## src/rtl/sdram_pkg.sv

```systemverilog
// Shared constants for the SDRAM init/refresh scheduler: command encodings,
// FSM states and default timing at 75 MHz.
package sdram_pkg;

    // Command encodings as {cs_n, ras_n, cas_n, we_n}
    localparam logic [3:0] CMD_NOP  = 4'b0111;
    localparam logic [3:0] CMD_PRE  = 4'b0010;
    localparam logic [3:0] CMD_REF  = 4'b0001;
    localparam logic [3:0] CMD_LMR  = 4'b0000;

    // A10 high selects precharge-all
    localparam logic [12:0] PRE_ALL_ADDR = 13'h0400;

    // Default timing in clocks at 75 MHz
    localparam int DEF_INIT_CYCLES  = 15000;   // 200 us power-up wait
    localparam int DEF_REF_INTERVAL = 585;     // 7.8 us refresh period
    localparam int DEF_T_RP         = 2;
    localparam int DEF_T_RFC        = 7;
    localparam int DEF_T_MRD        = 2;
    localparam logic [12:0] DEF_MODE_REG = 13'h020;  // CL2, burst 1, sequential

    localparam int WAIT_W = 16;
    localparam int DEBT_W = 3;

    typedef enum logic [2:0] {
        INIT_WAIT,
        INIT_PRE,
        INIT_REF,
        LOAD_MODE,
        IDLE,
        GRANT,
        REF_PRE,
        REF
    } state_t;

endpackage

```

## src/rtl/sdram_ref_timer.sv

```systemverilog
// Refresh interval timer plus saturating count of refreshes owed.
module sdram_ref_timer
    import sdram_pkg::*;
#(
    parameter int REF_INTERVAL = DEF_REF_INTERVAL
) (
    input  logic              i_clk,
    input  logic              i_rst,
    input  logic              i_en,
    input  logic              i_dec,
    output logic [DEBT_W-1:0] o_debt,
    output logic              o_expire
);

    localparam logic [WAIT_W-1:0] RELOAD   = WAIT_W'(REF_INTERVAL - 1);
    localparam logic [DEBT_W-1:0] DEBT_MAX = {DEBT_W{1'b1}};

    logic [WAIT_W-1:0] r_interval;
    logic [DEBT_W-1:0] r_debt;
    logic              w_expire;

    assign w_expire = i_en && (r_interval == '0);
    assign o_expire = w_expire;
    assign o_debt   = r_debt;

    // Down-counter: held at the reload value until enabled, then free-running
    always_ff @(posedge i_clk or posedge i_rst) begin
        if (i_rst) begin
            r_interval <= '0;
        end else if (!i_en || w_expire) begin
            r_interval <= RELOAD;
        end else begin
            r_interval <= r_interval - 1'b1;
        end
    end

    // Debt: +1 per expiry (saturating), -1 per completed refresh, both cancel
    always_ff @(posedge i_clk or posedge i_rst) begin
        if (i_rst) begin
            r_debt <= '0;
        end else begin
            case ({w_expire, i_dec})
                2'b10: if (r_debt != DEBT_MAX) r_debt <= r_debt + 1'b1;
                2'b01: if (r_debt != '0)       r_debt <= r_debt - 1'b1;
                default: r_debt <= r_debt;
            endcase
        end
    end

endmodule

```

## src/rtl/sdram_init_refresh_sched.sv

```systemverilog
// SDRAM power-up initialisation and auto-refresh scheduler that arbitrates
// the command bus between itself and a single requester.
module sdram_init_refresh_sched
    import sdram_pkg::*;
#(
    parameter int          INIT_CYCLES  = DEF_INIT_CYCLES,
    parameter int          REF_INTERVAL = DEF_REF_INTERVAL,
    parameter int          T_RP         = DEF_T_RP,
    parameter int          T_RFC        = DEF_T_RFC,
    parameter int          T_MRD        = DEF_T_MRD,
    parameter logic [12:0] MODE_REG     = DEF_MODE_REG
) (
    input  logic        sdram_clk,
    input  logic        sdram_rst,
    input  logic        user_req,
    input  logic [3:0]  user_cmd,
    input  logic [1:0]  user_ba,
    input  logic [12:0] user_addr,
    output logic        user_gnt,
    output logic        ref_pending,
    output logic        init_done,
    output logic        sdram_cke,
    output logic [3:0]  sdram_cmd,
    output logic [1:0]  sdram_ba,
    output logic [12:0] sdram_addr
);

    // Last count value of each wait (a state lasting N clocks ends at N-1)
    localparam logic [WAIT_W-1:0] LAST_INIT = WAIT_W'(INIT_CYCLES - 1);
    localparam logic [WAIT_W-1:0] CKE_ON    = WAIT_W'(INIT_CYCLES / 2);
    localparam logic [WAIT_W-1:0] LAST_RP   = WAIT_W'(T_RP - 1);
    localparam logic [WAIT_W-1:0] LAST_RFC  = WAIT_W'(T_RFC - 1);
    localparam logic [WAIT_W-1:0] LAST_MRD  = WAIT_W'(T_MRD - 1);

    state_t            r_state;
    state_t            w_state_next;
    logic [WAIT_W-1:0] r_wait_cnt;
    logic              r_second_ref;
    logic              r_init_done;
    logic              w_wait_clr;
    logic              w_debt_dec;
    logic [DEBT_W-1:0] w_debt;
    logic              w_expire;

    sdram_ref_timer #(
        .REF_INTERVAL (REF_INTERVAL)
    ) u_ref_timer (
        .i_clk    (sdram_clk),
        .i_rst    (sdram_rst),
        .i_en     (r_init_done),
        .i_dec    (w_debt_dec),
        .o_debt   (w_debt),
        .o_expire (w_expire)
    );

    // State, wait counter, init refresh count and init_done flag
    always_ff @(posedge sdram_clk or posedge sdram_rst) begin
        if (sdram_rst) begin
            r_state      <= INIT_WAIT;
            r_wait_cnt   <= '0;
            r_second_ref <= 1'b0;
            r_init_done  <= 1'b0;
        end else begin
            r_state <= w_state_next;
            if (w_wait_clr) begin
                r_wait_cnt <= '0;
            end else if (r_wait_cnt != {WAIT_W{1'b1}}) begin
                r_wait_cnt <= r_wait_cnt + 1'b1;
            end
            if (r_state == INIT_REF && r_wait_cnt == LAST_RFC) begin
                r_second_ref <= !r_second_ref;
            end
            if (r_state == LOAD_MODE && w_state_next == IDLE) begin
                r_init_done <= 1'b1;
            end
        end
    end

    // Next-state logic; every state change restarts the wait counter
    always_comb begin
        w_state_next = r_state;
        w_wait_clr   = 1'b0;
        w_debt_dec   = 1'b0;
        case (r_state)
            INIT_WAIT: if (r_wait_cnt == LAST_INIT) begin
                w_state_next = INIT_PRE;
                w_wait_clr   = 1'b1;
            end
            INIT_PRE: if (r_wait_cnt == LAST_RP) begin
                w_state_next = INIT_REF;
                w_wait_clr   = 1'b1;
            end
            INIT_REF: if (r_wait_cnt == LAST_RFC) begin
                w_wait_clr = 1'b1;
                if (r_second_ref) w_state_next = LOAD_MODE;
            end
            LOAD_MODE: if (r_wait_cnt == LAST_MRD) begin
                w_state_next = IDLE;
                w_wait_clr   = 1'b1;
            end
            IDLE: begin
                // Owed refresh wins over a simultaneous request
                if (w_debt != '0) begin
                    w_state_next = REF_PRE;
                    w_wait_clr   = 1'b1;
                end else if (user_req) begin
                    w_state_next = GRANT;
                    w_wait_clr   = 1'b1;
                end
            end
            GRANT: if (!user_req) begin
                w_state_next = IDLE;
                w_wait_clr   = 1'b1;
            end
            REF_PRE: if (r_wait_cnt == LAST_RP) begin
                w_state_next = REF;
                w_wait_clr   = 1'b1;
            end
            REF: if (r_wait_cnt == LAST_RFC) begin
                w_debt_dec = 1'b1;
                w_wait_clr = 1'b1;
                // Debt after this decrement is zero only if it was 1 and no
                // expiry lands in the same cycle
                if (w_debt == DEBT_W'(1) && !w_expire) w_state_next = IDLE;
            end
            default: begin
                w_state_next = INIT_WAIT;
                w_wait_clr   = 1'b1;
            end
        endcase
    end

    // Output mux: command on the first cycle of each command state, NOP after
    always_comb begin
        sdram_cke  = 1'b1;
        sdram_cmd  = CMD_NOP;
        sdram_ba   = 2'b00;
        sdram_addr = '0;
        case (r_state)
            INIT_WAIT: sdram_cke = (r_wait_cnt >= CKE_ON);
            INIT_PRE, REF_PRE: if (r_wait_cnt == '0) begin
                sdram_cmd  = CMD_PRE;
                sdram_addr = PRE_ALL_ADDR;
            end
            INIT_REF, REF: if (r_wait_cnt == '0) begin
                sdram_cmd = CMD_REF;
            end
            LOAD_MODE: if (r_wait_cnt == '0) begin
                sdram_cmd  = CMD_LMR;
                sdram_addr = MODE_REG;
            end
            GRANT: if (user_req) begin
                sdram_cmd  = user_cmd;
                sdram_ba   = user_ba;
                sdram_addr = user_addr;
            end
            default: sdram_cmd = CMD_NOP;
        endcase
    end

    assign user_gnt    = (r_state == GRANT);
    assign ref_pending = (w_debt != '0);
    assign init_done   = r_init_done;

endmodule
```

## config.mk

```make
export PLATFORM = sky130hd
export DESIGN_NAME = sdram_init_refresh_sched
export DESIGN_NICKNAME = d
export VERILOG_FILES = /design/src/rtl/sdram_pkg.sv /design/src/rtl/sdram_ref_timer.sv /design/src/rtl/sdram_init_refresh_sched.sv
export SDC_FILE = /design/constraint.sdc
export NUM_CORES = 1
export LEC_CHECK = 0
export ABC_AREA = 0
export BUFFER_PORTS_ARGS = -buffer_cell sky130_fd_sc_hd__buf_2
export CAP_MARGIN = 20
export CORE_MARGIN = 2
export CORE_UTILIZATION = 55
export CTS_BUF_LIST = sky130_fd_sc_hd__clkbuf_16
export DETAILED_ROUTE_END_ITERATION = 7
export GPL_TIMING_DRIVEN = 0
export PLACE_DENSITY = 0.87
export SLEW_MARGIN = 20
export SYNTH_ARGS = -nofsm -noshare
export SYNTH_HDL_FRONTEND = slang
export SYNTH_SLANG_ARGS = --single-unit
```

## constraint.sdc

```tcl
create_clock -name sdram_clk -period 2.9 [get_ports sdram_clk]
set_clock_uncertainty 0.15 [all_clocks]
set_input_delay 0.29 -clock sdram_clk [delete_from_list [all_inputs] [get_ports sdram_clk]]
set_output_delay 0.29 -clock sdram_clk [all_outputs]
set_load 0.03 [all_outputs]
```

After elaboration in Yosys (flattened, before gate mapping). Cells that the tools add are included.

Memories: 0. Bits in latches: 0. ROM bits: 0. Bits of input ports: 22. Bits in registers: 40. RAM bits: 0.

Equal/unequal tests: 18. Div/mod/pow operators: 0. Reductions and logical operators: 18. Shifts and indexed selects: 0. $lt $le $gt $ge: 1. Multiply operators: 0. Muxes and demuxes: 38. Add/sub/neg operators: 4. Bitwise gates (word level): 0.

Operator list (count): $mux 16 (3); $mux 3 (16); $pmux 13 s3 (1); $logic_not 16->1 (2); $pmux 3 s8 (1); $add 16x1->16 const B (1); $eq 16x1->1 const B (1); $eq 16x14->1 const B (1); $eq 16x3->1 const B (1); $ge 16x13->1 const B (1); $ne 16x16->1 const B (1); $pmux 4 s4 (1); $sub 16x1->16 const B (1); $eq 3x3->1 const B (5); $mux 13 (1); $mux 11 (1); $mux 1 (8); $eq 3x1->1 const B (2); $eq 3x2->1 const B (2); $mux 6 (1); $pmux 3 s2 (1); $pmux 1 s5 (1); $logic_and 1x1->1 (4); $mux 2 (2); 16 further kinds (20).

Logic depth before layout (Yosys ltp).
Word-level depth: 9. Mapped depth: 8.

Modules after synthesis. A second synthesis with hierarchy kept.

Cell total of the unflattened synthesis: 311. Area, all modules: 2826.5 um^2.

Modules (own cells, without submodules): sdram_init_refresh_sched (area an instance 1736.7 um^2, times used 1, cells an instance 203); sdram_ref_timer (area an instance 1089.8 um^2, times used 1, cells an instance 108).

Worst setup path after synthesis. No wires, ideal clock.

Path type: flip-flop to output port. Start point: register r_wait_cnt[4]. End point: output port sdram_addr[5]. Path buffers: 2. Slack: 140 ps. Cell stages (with the launch flop): 8. Arrival: 2320 ps. Cells stage by stage: dfrtp_1 -> buf_6 -> or4_4 -> nor4b_4 -> and3b_1 -> clkbuf_1 -> nand3b_1 -> a21boi_1.

Cells in the longest elaborated chain, start to end: 3.

RTL lines: start, declared (RTL line sdram_init_refresh_sched.sv:37) `logic [WAIT_W-1:0] r_wait_cnt;`; start signal, assigned (RTL line sdram_init_refresh_sched.sv:68) `r_wait_cnt <= r_wait_cnt + 1'b1;`; $logic_not 16->1 (RTL line sdram_init_refresh_sched.sv:148) `LOAD_MODE: if (r_wait_cnt == '0) begin`; $mux 6 (RTL line sdram_init_refresh_sched.sv:148); $pmux 13 s3 (RTL line sdram_init_refresh_sched.sv:139) `case (r_state)`; end, declared (RTL line sdram_init_refresh_sched.sv:25) `output logic [12:0] sdram_addr`.

Every way passes these cells.

Final worst setup path.
Start point: register r_wait_cnt[3]. End point: output port sdram_addr[10].

Cells in the longest elaborated chain, start to end: 3.

RTL lines: $logic_not 16->1 (RTL line sdram_init_refresh_sched.sv:141) `INIT_PRE, REF_PRE: if (r_wait_cnt == '0) begin`; $mux 11 (RTL line sdram_init_refresh_sched.sv:141); $pmux 13 s3 (RTL line sdram_init_refresh_sched.sv:139).

Every way passes these cells.

==> impl_summary.txt <==
----------------------------------------------------
[Placed design]
  Final HPWL DP ... 4.77 mm
  Final weighted congestion in routability-driven placement ... between 0.9 and 1
  Buffers on Ports ... 44

[Synthesis]
  Yosys warnings ... 0
  Synth Area in Simple Gates ... 35.0%
  Compound-cell area share of the yosys netlist ... around a tenth
  Multiplexer share of the synthesized area ... 0.772%
  Ys async rst share ... 100%
  Net count of the mapped netlist ... 333
  Combinational family with the most area after synthesis ... simple AND/OR/NAND/NOR gates
  Adder and majority gate portion of the synthesized area ... 5.00%
  Number of unique standard cell types used by synthesis ... 56
  Xor and xnor fraction of the mapped netlist area ... 8.27%
  Post-synth top flop ... sky130_fd_sc_hd__dfrtp_1
  Post-synthesis sequential element count ... 40
  Sequential area share after synthesis ... 36.3%
  Post-Syn Area per Cell ... 9.18 µm²
  Synth Cell Area ... 2750 µm²
  Number of flops mapped to enable cells by yosys ... 0
  Syn Inst Count ... 300

[Worst setup path]
  Nature of the critical path startpoint ... flip-flop
  Chain of cells forming the critical path ... buf_6, or4_4, nor4b_4, buf_4, nand3b_1, o21ai_1, a32o_1, buf_4
  Worst endpoint data arrival time ... around 2400 ps
  Cell with the most instances on the worst path ... sky130_fd_sc_hd__buf_4
  Worst reg-to-reg path cell count ... 8
  Cell type of the slowest stage on the worst timing path ... sky130_fd_sc_hd__or4_4
  Type of the worst setup path ... reg -> out
  Critical path capture point type ... output pin
  Required time of the worst setup path ... 2460 ps
  Slowest cell delay on critical path ... 520 ps
  Critical path peak fanout ... 5

[Routing]
  Total vias in the final route ... 2496
  Post-detailed-routing wire length ... 6.69 mm
  Iteration count of the initial detailed-routing pass ... 5
  Count of nets left with antenna violations after detail routing ... 0
  Number of remaining DRC errors ... 0
  Via-to-Cell Ratio ... 5.78
  WL per Instance ... around 15 µm
  Count of routing violations after the opening detailed-route iteration ... 190

[Hold path]
  Kind of path behind the tightest hold check ... reg -> reg
  Cells on Worst Hold Path ... 1

[Die]
  Starting density of the core ... 57.5%
  Placeable core area ... 4790 µm²
  Std cell rows ... 25
  Overall die area ... 5590 µm²
  Boundary Pins ... 45
  Floorplan die width ... between 70 and 80 µm
  Die Y-Extent ... 74.8 µm

[STA]
  Accumulated negative setup slack ... 0 ps
  Period minus WS final ... ~2800 ps
  Period utilization ... 97.9%
  Relative slew margins ... 53.6%
  Max Transition Viols Final ... 0
  Total count of hold-check failures in the final report ... 0
  Maximum clock rate ... 0.352 GHz
  Smallest hold slack ... 341 ps
  Slew @ Worst Pin ... 690 ps
  Final setup violation count ... 0

[Power and ir drop]
  Power spent charging and discharging nets ... 0.844 mW
  Internal Power ... 1.48 mW
  Total power per unit cell area ... between 600 and 700 nW/µm²
  Leakage power figure ... between 1.5 and 2 nW
  Share of total power in the clock network ... 29.9%
  Part of the power in registers ... 27.1%
  Highest ir drop seen on vdd ... 0.519 mV
  Combinational cell fraction of total power ... 43.0%
  Switching Fraction ... 36.2%

[GRT]
  Largest net degree at the start of global routing ... 29
  Wire length of the first global-routing pass ... 10.2 mm
  Overall global routing resource usage ... 23.5%
  Antenna violations before repair ... 0
  Number of global-route vias before repair ... around 2200
  Final global-route overflow total ... 0

[Cells and area]
  Commonest non-fill, non-tap cells in the layout ... 41 x sky130_fd_sc_hd__buf_2, 38 x sky130_fd_sc_hd__dfrtp_1, 34 x sky130_fd_sc_hd__nor2_1
  Nets ... roughly 400
  Total inserted antenna cells ... 0
  Share of layout cells above drive strength 1 ... between 20% and 30%
  Most frequent standard cell in the layout excluding fill and tap cells ... sky130_fd_sc_hd__buf_2
  Post-synthesis to final-layout area growth ... 22.7%

[CTS]
  Buffer depth of the longest clock path ... 2
  CTS tree ... built
  Number of buffers added by the clock tree synthesis step ... 5
  Clock slew seen by the registers of the worst setup and hold paths ... 60 ps
  H-tree level count ... 2
  Clock sink count ... 40
  Clk root buf ... sky130_fd_sc_hd__clkbuf_16
  Clock latency of the later-clocked register in the worst-skew pair ... 280 ps

[Run status]
  Run status ... complete, no violations

[Job]
  Total of max-cap violations ... 0

----------------------------------------------------
[registers in the layout, summed over array words and instances (netlist names)]
name                    count
u_ref_timer.r_interval     16
r_state                     3
init_done                   1
u_ref_timer.o_debt          3
r_second_ref                1
r_wait_cnt                 16
[synth_stat cells (all sizes together), types with 6 or more instances]
cell     n  area [µm²]
dfrtp   40        1000
xnor2   20         175
xor2     6        52.6
nor3    12        60.1
and2    15        93.8
nand3b   7        52.6
inv     16        60.1
nand3   13        70.1
or4      8        75.1
clkbuf  11        41.3
ha      11         138
nor2    44         190
nor4     9        71.3
a211oi   6        57.6
nand4    7        43.8
nand2   14        52.6
[routing by layer]
| layer | up-vias | wire, µm | global-route usage, % |
|---|---|---|---|
| li1 | 1187 | - | - |
| met3 | 11 | 363 | 4.69 |
| met4 | 0 | 75 | 6.35 |
| met1 | 1204 | 2830 | 30.4 |
| met2 | 94 | 3420 | 40.2 |
| met5 | - | 0 | 0 |
[logic make-up after synthesis]
family                     after synthesis
AOI/OAI and AO/OA                       31
xor gates and xnor gates                26
adders and majority gates               11
buffers and inverters                   30
DFF                                     40
muxes                                    2
and+or+nand+nor                        160
[layout make-up]
type                       count  area [µm²]
clock buffer                   5         125
buffer                        13        75.1
timing repair buffer          59         355
clock inverter                 2        60.1
multi-input combinational    230        1620
inverter                      16        60.1
tap                           67        83.8
sequential                    40        1000
fill                         340        1410
[power groups by stage]
stage / clock network [mW] / logic (mW) / registers, mW
final: 0.697 / 1.00 / 0.630
after detailed placement: 0 / 0.893 / 0.639
after global placement: 0 / 0.858 / 0.636
after CTS: 0.711 / 0.902 / 0.630
after global routing: 0.729 / 1.07 / 0.633
after floorplan: 0 / 0.688 / 0.632
[through the flow]
step,std cells,total power [mW],util (%),setup WS (ps),area [µm²]
5_1_grt,432,2.43,70.6,-59.2,3380
3_5_place_dp,412,1.53,64.3,91.6,3080
4_1_cts,420,2.24,68.5,12.4,3280
3_3_place_gp,411,1.49,63.9,141,3060
2_1_floorplan,300,1.32,-,140,2750
6_report,432,2.33,70.6,59.5,3380
[worst max-delay path: cells and delay by family, from the launching register on]
kind                   cells  cell delay (ps)
flip-flops                 1              380
AO/OA/AOI/OAI              2              320
AND/OR/NAND/NOR            3              940
buffers and inverters      3              460
[final timing paths]
| check | startpoint | endpoint | slack, ps |
|---|---|---|---|
| hold reg to reg | r_second_ref | r_second_ref | 340 |
| max in group asynchronous | sdram_rst | r_wait_cnt[5] | 1790 |
| hold / removal | r_second_ref | r_second_ref | 340 |
| min in group asynchronous | sdram_rst | u_ref_timer.r_interval[12] | 350 |
| setup / recovery | r_wait_cnt[3] | sdram_addr[10] | 60 |
| setup reg to reg | r_wait_cnt[3] | r_wait_cnt[8] | 180 |
[timing repair]
action	in CTS	in global routing
pin swaps	1	3
endpoints found under the setup margin	5	4
hold endpoints to repair	12	0
resized for setup	0	10
hold buffers	1	0
setup buffers	1	12
Note: power is estimated with default switching activity, not from simulation.
